## src/rtl/pc_gen.sv

```systemverilog
// Fetch-address generator: registered PC with flush/stall/branch priority and a
// one-entry pending-redirect buffer. Optional alignment check via PCGEN_MISALIGN_CHK_EN.
module pc_gen #(
    parameter int unsigned              ADDR_W     = 32,
    parameter logic [ADDR_W-1:0]        RESET_VEC  = {ADDR_W{1'b0}},
    parameter int unsigned              INST_BYTES = 4,
    parameter int unsigned              STALL_W    = 6
) (
    input  logic                clk,
    input  logic                rst,
    input  logic [STALL_W-1:0]  stall,
    input  logic                branch,
    input  logic [ADDR_W-1:0]   b_addr,
    input  logic                flush,
    input  logic [ADDR_W-1:0]   flush_addr,
    output logic [ADDR_W-1:0]   pc,
    output logic                ce,
    output logic                redirect_pending
`ifdef PCGEN_MISALIGN_CHK_EN
    ,
    output logic                addr_misalign
`endif
);

    localparam logic [ADDR_W-1:0] STEP     = ADDR_W'(INST_BYTES);
    localparam logic [ADDR_W-1:0] LOW_MASK = ADDR_W'(INST_BYTES - 32'd1);

    typedef enum logic [0:0] {
        ST_RAMP = 1'b0,
        ST_RUN  = 1'b1
    } state_t;

`ifdef PCGEN_MISALIGN_CHK_EN
    function automatic logic [ADDR_W-1:0] align_addr(input logic [ADDR_W-1:0] a);
        return a & ~LOW_MASK;
    endfunction

    function automatic logic is_misaligned(input logic [ADDR_W-1:0] a);
        return (a & LOW_MASK) != {ADDR_W{1'b0}};
    endfunction
`endif

    state_t             state_r;
    state_t             state_nxt_s;
    logic               ce_r;
    logic [ADDR_W-1:0]  pc_r;
    logic [ADDR_W-1:0]  pc_seq_s;
    logic [ADDR_W-1:0]  pc_nxt_s;
    logic               pend_v_r;
    logic               pend_v_nxt_s;
    logic [ADDR_W-1:0]  pend_a_r;
    logic [ADDR_W-1:0]  pend_a_nxt_s;
    logic               redir_s;
    logic [ADDR_W-1:0]  redir_tgt_s;
    logic               unused_stall_s;

    // Upper stall bits belong to later pipeline stages.
    assign unused_stall_s = ^stall;

    // Ramp state register: one cycle of RESET_VEC loading before fetch starts.
    always_ff @(posedge clk or negedge rst) begin
        if (!rst) begin
            state_r <= ST_RAMP;
        end else begin
            state_r <= state_nxt_s;
        end
    end

    // Next-state and redirect selection, highest priority first.
    always_comb begin
        state_nxt_s  = state_r;
        pc_seq_s     = pc_r;
        pend_v_nxt_s = pend_v_r;
        pend_a_nxt_s = pend_a_r;
        redir_s      = 1'b0;
        redir_tgt_s  = pc_r;
        case (state_r)
            ST_RAMP: begin
                state_nxt_s  = ST_RUN;
                pc_seq_s     = RESET_VEC;
                pend_v_nxt_s = 1'b0;
                pend_a_nxt_s = {ADDR_W{1'b0}};
            end
            ST_RUN: begin
                if (flush) begin
                    redir_s      = 1'b1;
                    redir_tgt_s  = flush_addr;
                    pend_v_nxt_s = 1'b0;
                end else if (stall[0]) begin
                    if (branch) begin
                        pend_v_nxt_s = 1'b1;
                        pend_a_nxt_s = b_addr;
                    end else begin
                        pend_v_nxt_s = pend_v_r;
                    end
                end else if (branch) begin
                    redir_s      = 1'b1;
                    redir_tgt_s  = b_addr;
                    pend_v_nxt_s = 1'b0;
                end else if (pend_v_r) begin
                    redir_s      = 1'b1;
                    redir_tgt_s  = pend_a_r;
                    pend_v_nxt_s = 1'b0;
                end else begin
                    pc_seq_s = pc_r + STEP;
                end
            end
            default: begin
                state_nxt_s  = ST_RAMP;
                pc_seq_s     = RESET_VEC;
                pend_v_nxt_s = 1'b0;
                pend_a_nxt_s = {ADDR_W{1'b0}};
            end
        endcase
    end

`ifdef PCGEN_MISALIGN_CHK_EN
    logic misalign_r;
    logic misalign_nxt_s;

    // Redirect targets are forced onto an instruction boundary and flagged.
    always_comb begin
        pc_nxt_s       = pc_seq_s;
        misalign_nxt_s = misalign_r;
        if (redir_s) begin
            pc_nxt_s       = align_addr(redir_tgt_s);
            misalign_nxt_s = is_misaligned(redir_tgt_s);
        end else begin
            misalign_nxt_s = misalign_r;
        end
    end

    // Misalign flag register.
    always_ff @(posedge clk or negedge rst) begin
        if (!rst) begin
            misalign_r <= 1'b0;
        end else begin
            misalign_r <= misalign_nxt_s;
        end
    end

    assign addr_misalign = misalign_r;
`else
    // Redirect targets load verbatim.
    always_comb begin
        pc_nxt_s = pc_seq_s;
        if (redir_s) begin
            pc_nxt_s = redir_tgt_s;
        end else begin
            pc_nxt_s = pc_seq_s;
        end
    end
`endif

    // PC, enable and pending-buffer registers.
    always_ff @(posedge clk or negedge rst) begin
        if (!rst) begin
            pc_r     <= RESET_VEC;
            ce_r     <= 1'b0;
            pend_v_r <= 1'b0;
            pend_a_r <= {ADDR_W{1'b0}};
        end else begin
            pc_r     <= pc_nxt_s;
            ce_r     <= (state_nxt_s == ST_RUN);
            pend_v_r <= pend_v_nxt_s;
            pend_a_r <= pend_a_nxt_s;
        end
    end

    assign pc               = pc_r;
    assign ce               = ce_r;
    assign redirect_pending = pend_v_r;

endmodule

```

## config.mk

```make
export PLATFORM = sky130hd
export DESIGN_NAME = pc_gen
export DESIGN_NICKNAME = d
export VERILOG_FILES = /design/src/rtl/pc_gen.sv
export SDC_FILE = /design/constraint.sdc
export NUM_CORES = 1
export LEC_CHECK = 0
export CAP_MARGIN = 5
export CORE_MARGIN = 1
export CORE_UTILIZATION = 45
export DETAILED_ROUTE_END_ITERATION = 8
export GPL_TIMING_DRIVEN = 0
export PLACE_DENSITY = 0.81
export SYNTH_ARGS = -nofsm -noshare
export SYNTH_HDL_FRONTEND = slang
export SYNTH_SLANG_ARGS = --single-unit
```

## constraint.sdc

```tcl
create_clock -name clk -period 3.6 [get_ports clk]
set_clock_uncertainty 0.05 [all_clocks]
set_input_delay 0.36 -clock clk [delete_from_list [all_inputs] [get_ports clk]]
set_output_delay 0.36 -clock clk [all_outputs]
set_load 0.005 [all_outputs]
```

==> results of run 1 <==
==> kinds of logic after synthesis <==
kind of cell    share of synthesized area
compound gates                      0.281
simple gates                        0.171
flops                               0.423
buf+inv                            0.0394
mux                                0.0819
fa+ha+maj                         0.00320
other cells                      0.000959
==> synthesized netlist by cell type (all sizes together) (2+ instances only) <==
| master | n |
|---|---|
| a211o | 2 |
| a21oi | 19 |
| a22o | 3 |
| a22oi | 8 |
| a31oi | 3 |
| a32o | 33 |
| a32oi | 4 |
| and3 | 6 |
| and4 | 3 |
| buf | 10 |
| clkbuf | 25 |
| dfrtp | 66 |
| inv | 4 |
| mux2i | 32 |
| nand2 | 43 |
| nand3 | 24 |
| nand3b | 3 |
| nand4 | 6 |
| nor2 | 15 |
| nor2b | 2 |
| nor3 | 5 |
| nor3b | 3 |
| nor4 | 5 |
| o211ai | 6 |
| o21a | 3 |
| o21ai | 54 |
| o22ai | 2 |
| o311ai | 7 |
| o32ai | 2 |
| or4 | 4 |
==> worst max-delay path by stage <==
stage                                          to  slack (ns)  cells past startpoint
after floorplan                pc[26]$_DFFE_PN0P_        1.60                      6
after global placement    pend_a_r[3]$_DFFE_PN0P_       -0.11                      1
after detailed placement       pc[18]$_DFFE_PN0P_        0.94                      7
after CTS                      pc[26]$_DFFE_PN0P_        1.27                      6
after global routing           pc[15]$_DFFE_PN0P_        1.09                      6
final                          pc[18]$_DFFE_PN0P_        1.20                      6
==> routing by layer <==
layer | global-route usage | up-vias | wire [um]
met5 | 0 | - | 0
met2 | 0.464 | 243 | 6100
met3 | 0.0415 | 36 | 977
met1 | 0.390 | 1976 | 5080
met4 | 0.120 | 0 | 345
li1 | - | 1840 | -
==> worst register-to-register path, cell delays in order, from the launching register on <==
cell and delay [ns]:
sky130_fd_sc_hd__dfrtp_1 0.47, sky130_fd_sc_hd__ha_1 0.28, sky130_fd_sc_hd__nand3_2 0.17, sky130_fd_sc_hd__nor4_4 0.44, sky130_fd_sc_hd__nand3_1 0.23, sky130_fd_sc_hd__or4_1 0.56, sky130_fd_sc_hd__nand3_1 0.11
==> through the flow <==
stage | util | instances | total power [W]
after floorplan | - | 415 | 0.00100
after global placement | 0.609 | 621 | 0.00122
after detailed placement | 0.608 | 621 | 0.00123
after CTS | 0.631 | 636 | 0.00183
after global routing | 0.631 | 636 | 0.00191
final | 0.631 | 636 | 0.00184
==> registers in the layout, summed over array words and instances (netlist names) <==
signal and cells:
ce 1, redirect_pending 1, pc 32, pend_a_r 32
==> area by class of cell <==
cell class / instances / area [sq um]
plain buffers: 35 / 139
clock buffers: 12 / 145
clock inverters: 3 / 40.0
fillers: 715 / 3070
inverters: 4 / 15.0
multi-input cells: 310 / 2100
flip-flops and latches: 66 / 1650
well taps: 105 / 131
repair buffers: 101 / 1010
==> layout by cell type, fill, tap and decap left out, types with 4 or more instances in the layout <==
cell and n:
sky130_fd_sc_hd__nor3_1 4, sky130_fd_sc_hd__o21ai_0 52, sky130_fd_sc_hd__clkdlybuf4s50_1 100, sky130_fd_sc_hd__inv_1 4, sky130_fd_sc_hd__a32o_1 33, sky130_fd_sc_hd__a32oi_1 4
sky130_fd_sc_hd__o211ai_1 6, sky130_fd_sc_hd__buf_1 4, sky130_fd_sc_hd__dfrtp_1 66, sky130_fd_sc_hd__nand3_1 22, sky130_fd_sc_hd__a21oi_1 19, sky130_fd_sc_hd__a22oi_1 8
sky130_fd_sc_hd__nand2_1 43, sky130_fd_sc_hd__o311ai_0 6, sky130_fd_sc_hd__nor4_1 4, sky130_fd_sc_hd__clkbuf_1 27, sky130_fd_sc_hd__nor2_1 15, sky130_fd_sc_hd__clkbuf_8 10
sky130_fd_sc_hd__mux2i_1 32, sky130_fd_sc_hd__nand4_1 4, sky130_fd_sc_hd__buf_2 6
==> report_power, final <==
part           switching (W)  total, W  internal, W
Clock               0.000283  0.000616     0.000334
Sequential         0.0000637  0.000849     0.000785
Combinational       0.000179  0.000376     0.000197
==> results.txt, run 1 <==
----------------------------------------------------
[Outcome]
  Result of the run ... finished clean

[Min path]
  Tightest Hold Check Type ... in -> async

[Global routing]
  Vias in the first global route ... roughly 3900
  Wire length of the first global-routing pass ... 19600 um
  Total overflow reported by the global router ... 0
  Initial antenna violation count ... 0
  Pin count of the biggest net entering global routing ... 67
  Total Routing Usage GR ... 0.289

[CTS]
  Clk Latency, worst-skew pair ... 0.34 ns
  Number of buffers created by CTS ... 9
  Number of setup buffers added after CTS ... 0
  CTS clk-pin slew, worst paths ... around 0.070 ns
  Clock tree from TritonCTS ... yes
  Buffer depth of the longest clock path ... 2
  Clk sinks ... 66
  # hold bufs at CTS ... 0
  H-tree Lvls ... 3
  Post-CTS resize count ... 0
  Root Buffer Master ... sky130_fd_sc_hd__clkbuf_8

[Layout]
  Fraction of layout cells with a size suffix above 1 ... 0.0640
  Ant diodes ... 0
  Final nets ... 602
  Final cell area excluding filler cells ... 5230 sq um
  Layout-stage area growth over the synthesis result ... 33.9%

[Routing]
  Number of DRC markers in iteration 0 ... between 300 and 400
  DRT Wirelength ... 12500 um
  Routed length per instance ... 19.7 um
  Via/cell ratio ... 6.44
  1st-pass router iterations ... 5
  Total vias in the final route ... between 4000 and 5000
  Drt drc ... 0
  Antenna Nets Post-Route ... 0

[Worst setup path]
  Crit Reg-Reg Endpoint ... pc[26]$_DFFE_PN0P_
  Buf/Inv on CP ... 2
  CP Max Fanout ... 10
  Endpoint required time on the critical path ... 3.74 ns
  Slowest stage cell, crit path ... sky130_fd_sc_hd__o21ai_1
  Critical path start-end classification ... in -> reg
  Reg-to-reg startpoint ... pc[2]$_DFFE_PN0P_
  Kind of launch point of the worst setup path ... primary input
  Critical path endpoint category ... flip-flop
  Cell family with the largest share of critical-path delay ... compound AO/OA/AOI/OAI gates
  CP cell instances ... clkdlybuf4s50_1, o21ai_1, clkbuf_1, a21oi_1, o21ai_0, o21ai_0
  Worst reg2reg setup slack ... roughly 1.2 ns
  Slowest Stage Delay on Critical Path ... 0.72 ns
  Worst Reg-to-Reg Cells ... 6
  Arrival time at the worst endpoint ... 2.54 ns
  First element of the critical path ... stall[0]
  CP dominant cell by count ... sky130_fd_sc_hd__o21ai_0

[Placement]
  Final weighted congestion in routability-driven placement ... between 0.8 and 0.9
  Post-placement cell area ... 5050 sq um
  Pre-CTS setup slack ... roughly 0.94 ns
  Detailed Place HPWL ... about 9300 um
  Count of input and output buffers ... approximately 100

[Die]
  Number of cell rows ... 33
  Width of the chip ... 95.2 um
  Die extent in y ... roughly 95 um
  Boundary Pins ... 108
  Die outline area ... around 9100 sq um
  Starting utilization of the core area ... 0.471
  Core ar. ... 8300 sq um

[Timing]
  Worst hold slack across all endpoints ... around 0.058 ns
  Worst max-slew margin expressed relative to the limit ... 0.439
  Smallest setup slack after layout ... 1.20 ns
  Final-report hold violation count ... 0
  Post-layout minimum cycle time ... 2.40 ns
  Ratio of final minimum period to clock period ... 0.666
  Aggregate negative setup slack ... 0 ns
  RSZ-0062 raised after global routing ... false
  Maximum clock frequency ... approximately 0.42 GHz
  Tightest Pin Transition ... 0.835 ns
  Number of setup violations in the final report ... 0
  Fin. max-slew vios ... 0

[Logic synthesis]
  Post-synthesis cell count ... between 400 and 500
  Share of flip-flops with an asynchronous set or reset ... 1.00
  Leading area contributor after synthesis ... sky130_fd_sc_hd__dfrtp_1
  Yosys cell types ... 56
  Share of synthesized area occupied by flip-flops and latches ... 0.423
  Share of the synthesized area in the top cell type ... 0.423
  Netlist Area Pre-Place ... 3910 sq um
  Register bit total from synthesis ... 66
  Top_reg_cell synth ... sky130_fd_sc_hd__dfrtp_1
  Synth warnings ... 0
  Synth top area cells ... sky130_fd_sc_hd__dfrtp_1, sky130_fd_sc_hd__a32o_1, sky130_fd_sc_hd__mux2i_1
  Average size of a mapped cell ... 9.42 sq um
  Mapped Nets ... 490
  Number of flops mapped to enable cells by yosys ... 0

[Job]
  Number of maximum-capacitance violations ... 0

[Pwr]
  Leak pwr ... 2.12 nW
  Power Dens Cells ... 352 nW/um^2
  Peak supply drop ... ~0.24 mV

----------------------------------------------------
Power figures use the tool's default switching activity.
==> inputs of run 2 (changes only) <==
--- a/config.mk
+++ b/config.mk
@@ -7,10 +7,10 @@
 export LEC_CHECK = 0
 export CAP_MARGIN = 5
 export CORE_MARGIN = 1
-export CORE_UTILIZATION = 45
+export CORE_UTILIZATION = 44
 export DETAILED_ROUTE_END_ITERATION = 8
 export GPL_TIMING_DRIVEN = 0
-export PLACE_DENSITY = 0.81
+export PLACE_DENSITY = 0.82
 export SYNTH_ARGS = -nofsm -noshare
 export SYNTH_HDL_FRONTEND = slang
 export SYNTH_SLANG_ARGS = --single-unit
==> constraint.sdc (replaced) <==
create_clock -name clk -period 2.1 [get_ports clk]
set_clock_uncertainty 0.05 [all_clocks]
set_input_delay 0.21 -clock clk [delete_from_list [all_inputs] [get_ports clk]]
set_output_delay 0.21 -clock clk [all_outputs]
set_load 0.005 [all_outputs]
==> results.txt, run 2 (synthesized netlist as in run 1, its figures left out) <==
----------------------------------------------------
[Die]
  Width of the chip ... 96.3 um (was 95.2 um)
  Core ar. ... 8680 sq um (was 8300 sq um)
  Die extent in y ... 96.3 um (was 95.2 um)
  Starting utilization of the core area ... 0.450 (was 0.471)
  Number of cell rows ... 34 (was 33)
  Die outline area ... 9260 sq um (was 9060 sq um)
  Boundary Pins ... 108 (unchanged)

[CTS]
  Number of buffers created by CTS ... 9 (unchanged)
  Clock tree from TritonCTS ... yes (unchanged)
  Clk sinks ... 66 (unchanged)
  CTS clk-pin slew, worst paths ... 0.07 ns (about the same)
  Clk Latency, worst-skew pair ... 0.35 ns (was 0.34 ns)
  Buffer depth of the longest clock path ... 2 (unchanged)
  H-tree Lvls ... 3 (unchanged)
  Root Buffer Master ... sky130_fd_sc_hd__clkbuf_8 (unchanged)

[Global routing]
  Initial antenna violation count ... 0 (unchanged)
  Total overflow reported by the global router ... 0 (unchanged)
  Total Routing Usage GR ... 0.279 (was 0.289)
  Pin count of the biggest net entering global routing ... 67 (unchanged)
  Vias in the first global route ... 3701 (was 3856)
  Wire length of the first global-routing pass ... 19200 um (was 19600 um)

[Worst setup path]
  Worst reg2reg setup slack ... 0.02 ns (was 1.23 ns)
  Arrival time at the worst endpoint ... 2.32 ns (was 2.54 ns)
  Endpoint required time on the critical path ... 2.34 ns (was 3.74 ns)
  Crit Reg-Reg Endpoint ... pc[30]$_DFFE_PN0P_ (was pc[26]$_DFFE_PN0P_)
  Worst Reg-to-Reg Cells ... 6 (unchanged)
  Critical path endpoint category ... flip-flop (unchanged)
  Reg-to-reg startpoint ... pc[2]$_DFFE_PN0P_ (unchanged)
  CP Max Fanout ... 6 (was 10)
  Critical path start-end classification ... reg -> reg (was in -> reg)
  Kind of launch point of the worst setup path ... flip-flop (was primary input)

[Layout]
  Layout-stage area growth over the synthesis result ... 37.2% (was 33.9%)
  Final nets ... 607 (was 602)
  Commonest non-fill, non-tap cells in the layout ... sky130_fd_sc_hd__clkdlybuf4s50_1, sky130_fd_sc_hd__dfrtp_1, sky130_fd_sc_hd__o21ai_0, sky130_fd_sc_hd__nand2_1, sky130_fd_sc_hd__a32o_1 (unchanged)
  Final cell area excluding filler cells ... 5360 sq um (was 5230 sq um)
  Most common library cell in the layout ignoring fill and taps ... sky130_fd_sc_hd__clkdlybuf4s50_1 (unchanged)
  Ant diodes ... 0 (unchanged)
  Non-filler cells in the finished layout ... 644 (was 636)
  Final core utilization ... 0.618 (was 0.631)
  Fraction of layout cells with a size suffix above 1 ... 0.116 (was 0.0640)

[Routing]
  Number of DRC markers in iteration 0 ... 420 (was 304)
  Via/cell ratio ... 6.27 (was 6.44)
  Total vias in the final route ... 4041 (was 4095)
  DRT Wirelength ... 12500 um (about the same)
  Drt drc ... 0 (unchanged)
  Antenna Nets Post-Route ... 0 (unchanged)
  1st-pass router iterations ... 7 (was 5)
  Routed length per instance ... 19.5 um (was 19.7 um)

[Placement]
  Detailed Place HPWL ... 9180 um (was 9280 um)
  Placed insts ... 624 (was 621)
  Pre-CTS setup slack ... -0.390 ns (was 0.940 ns)
  Post-placement cell area ... 5050 sq um (about the same)
  Count of input and output buffers ... 101 (unchanged)
  Final weighted congestion in routability-driven placement ... 0.903 (was 0.866)

[Timing]
  Worst hold slack across all endpoints ... 0.287 ns (was 0.0576 ns)
  Fin. max-slew vios ... 0 (unchanged)
  Maximum clock frequency ... around 0.48 GHz
  Tightest Pin Transition ... 0.858 ns (was 0.835 ns)
  Post-layout minimum cycle time ... 2.08 ns
  Ratio of final minimum period to clock period ... 0.991
  Final-report hold violation count ... 0 (unchanged)
  Smallest setup slack after layout ... 0.0184 ns (was 1.20 ns)
  Worst max-slew margin expressed relative to the limit ... 0.428 (was 0.439)
  RSZ-0062 raised after global routing ... true (was false)
  Number of setup violations in the final report ... 0 (unchanged)

[Min path]
  Source of the worst hold timing path ... branch
  Hold path cells ... 3
  Tightest Hold Check Type ... in -> reg (was in -> async)
  Worst hold endpoint ... redirect_pending$_DFFE_PN0P_

[Pwr]
  Peak supply drop ... 0.300 mV (was 0.244 mV)
  Power Dens Cells ... 589 nW/um^2 (was 352 nW/um^2)
  Leak pwr ... 2.22 nW (was 2.12 nW)

[Outcome]
  Result of the run ... finished clean (unchanged)

[Job]
  Number of maximum-capacitance violations ... 0 (unchanged)

----------------------------------------------------
run 2: worst max-delay path by stage:
stage / cells past startpoint / start / to / slack, ns
after floorplan: 6 / pc[2]$_DFFE_PN0P_ / pc[26]$_DFFE_PN0P_ / 0.1
after global placement: 1 / rst / pend_a_r[3]$_DFFE_PN0P_ / -1.41
after detailed placement: 7 / flush / pc[5]$_DFFE_PN0P_ / -0.39
after CTS: 6 / pc[3]$_DFFE_PN0P_ / pc[26]$_DFFE_PN0P_ / 0.006
after global routing: 6 / pc[3]$_DFFE_PN0P_ / pc[30]$_DFFE_PN0P_ / -0.06
final: 6 / pc[2]$_DFFE_PN0P_ / pc[30]$_DFFE_PN0P_ / 0.02
run 2: power breakdown:
| part | switching [W] | internal (W) | total [W] |
|---|---|---|---|
| Combinational | 0.000309 | 0.000351 | 0.000660 |
| Clock | 0.000492 | 0.000548 | 0.00104 |
| Sequential | 0.000110 | 0.00135 | 0.00146 |
run 2: critical path, stage by stage, from the launching register on:
cell and delay [ns]:
sky130_fd_sc_hd__dfrtp_2 0.44, sky130_fd_sc_hd__ha_4 0.19, sky130_fd_sc_hd__nand3_4 0.11, sky130_fd_sc_hd__nor4_4 0.42, sky130_fd_sc_hd__nand4_1 0.21, sky130_fd_sc_hd__or4_1 0.51
sky130_fd_sc_hd__nand3_1 0.10
run 2: routing by layer:
layer,part of all wire,GRT usage,up-vias
li1,-,-,1859
met1,0.42,0.383,1912
met2,0.48,0.447,243
met3,0.082,0.0379,27
met4,0.019,0.103,0
met5,0,0,-
run 2: cell type report:
| type | count | area [sq um] |
|---|---|---|
| timing repair buffer | 107 | 1060 |
| sequential | 66 | 1660 |
| fill | 743 | 3320 |
| clock inverter | 2 | 10.0 |
| buffer | 34 | 149 |
| tap | 108 | 135 |
| inverter | 4 | 15.0 |
| multi-input combinational | 310 | 2160 |
| clock buffer | 13 | 179 |
run 2: through the flow:
step	power (W)	setup TNS (ns)
6_report	0.00316	0
5_1_grt	0.00327	-0.124
4_1_cts	0.00312	0
3_5_place_dp	0.00211	-17.27
3_3_place_gp	0.00209	-107.22
2_1_floorplan	0.00172	0
run 2: timing repair:
action                                  4_1_cts  5_1_grt
buffers inserted                              1        4
endpoints found under the hold margin        66        0
endpoints found under the setup margin       49       27
pin swaps                                     2        3
resized for setup                             6       24
hold buffers                                  1        0
==> inputs of run 3 (changes only) <==
--- a/config.mk
+++ b/config.mk
@@ -8,6 +8,7 @@
 export CAP_MARGIN = 5
 export CORE_MARGIN = 1
 export CORE_UTILIZATION = 44
+export CTS_CLUSTER_DIAMETER = 80
 export DETAILED_ROUTE_END_ITERATION = 8
 export GPL_TIMING_DRIVEN = 0
 export PLACE_DENSITY = 0.82
==> results of run 3 <==
Same layout as run 2: the final DEF is identical, and so are final timing and power.
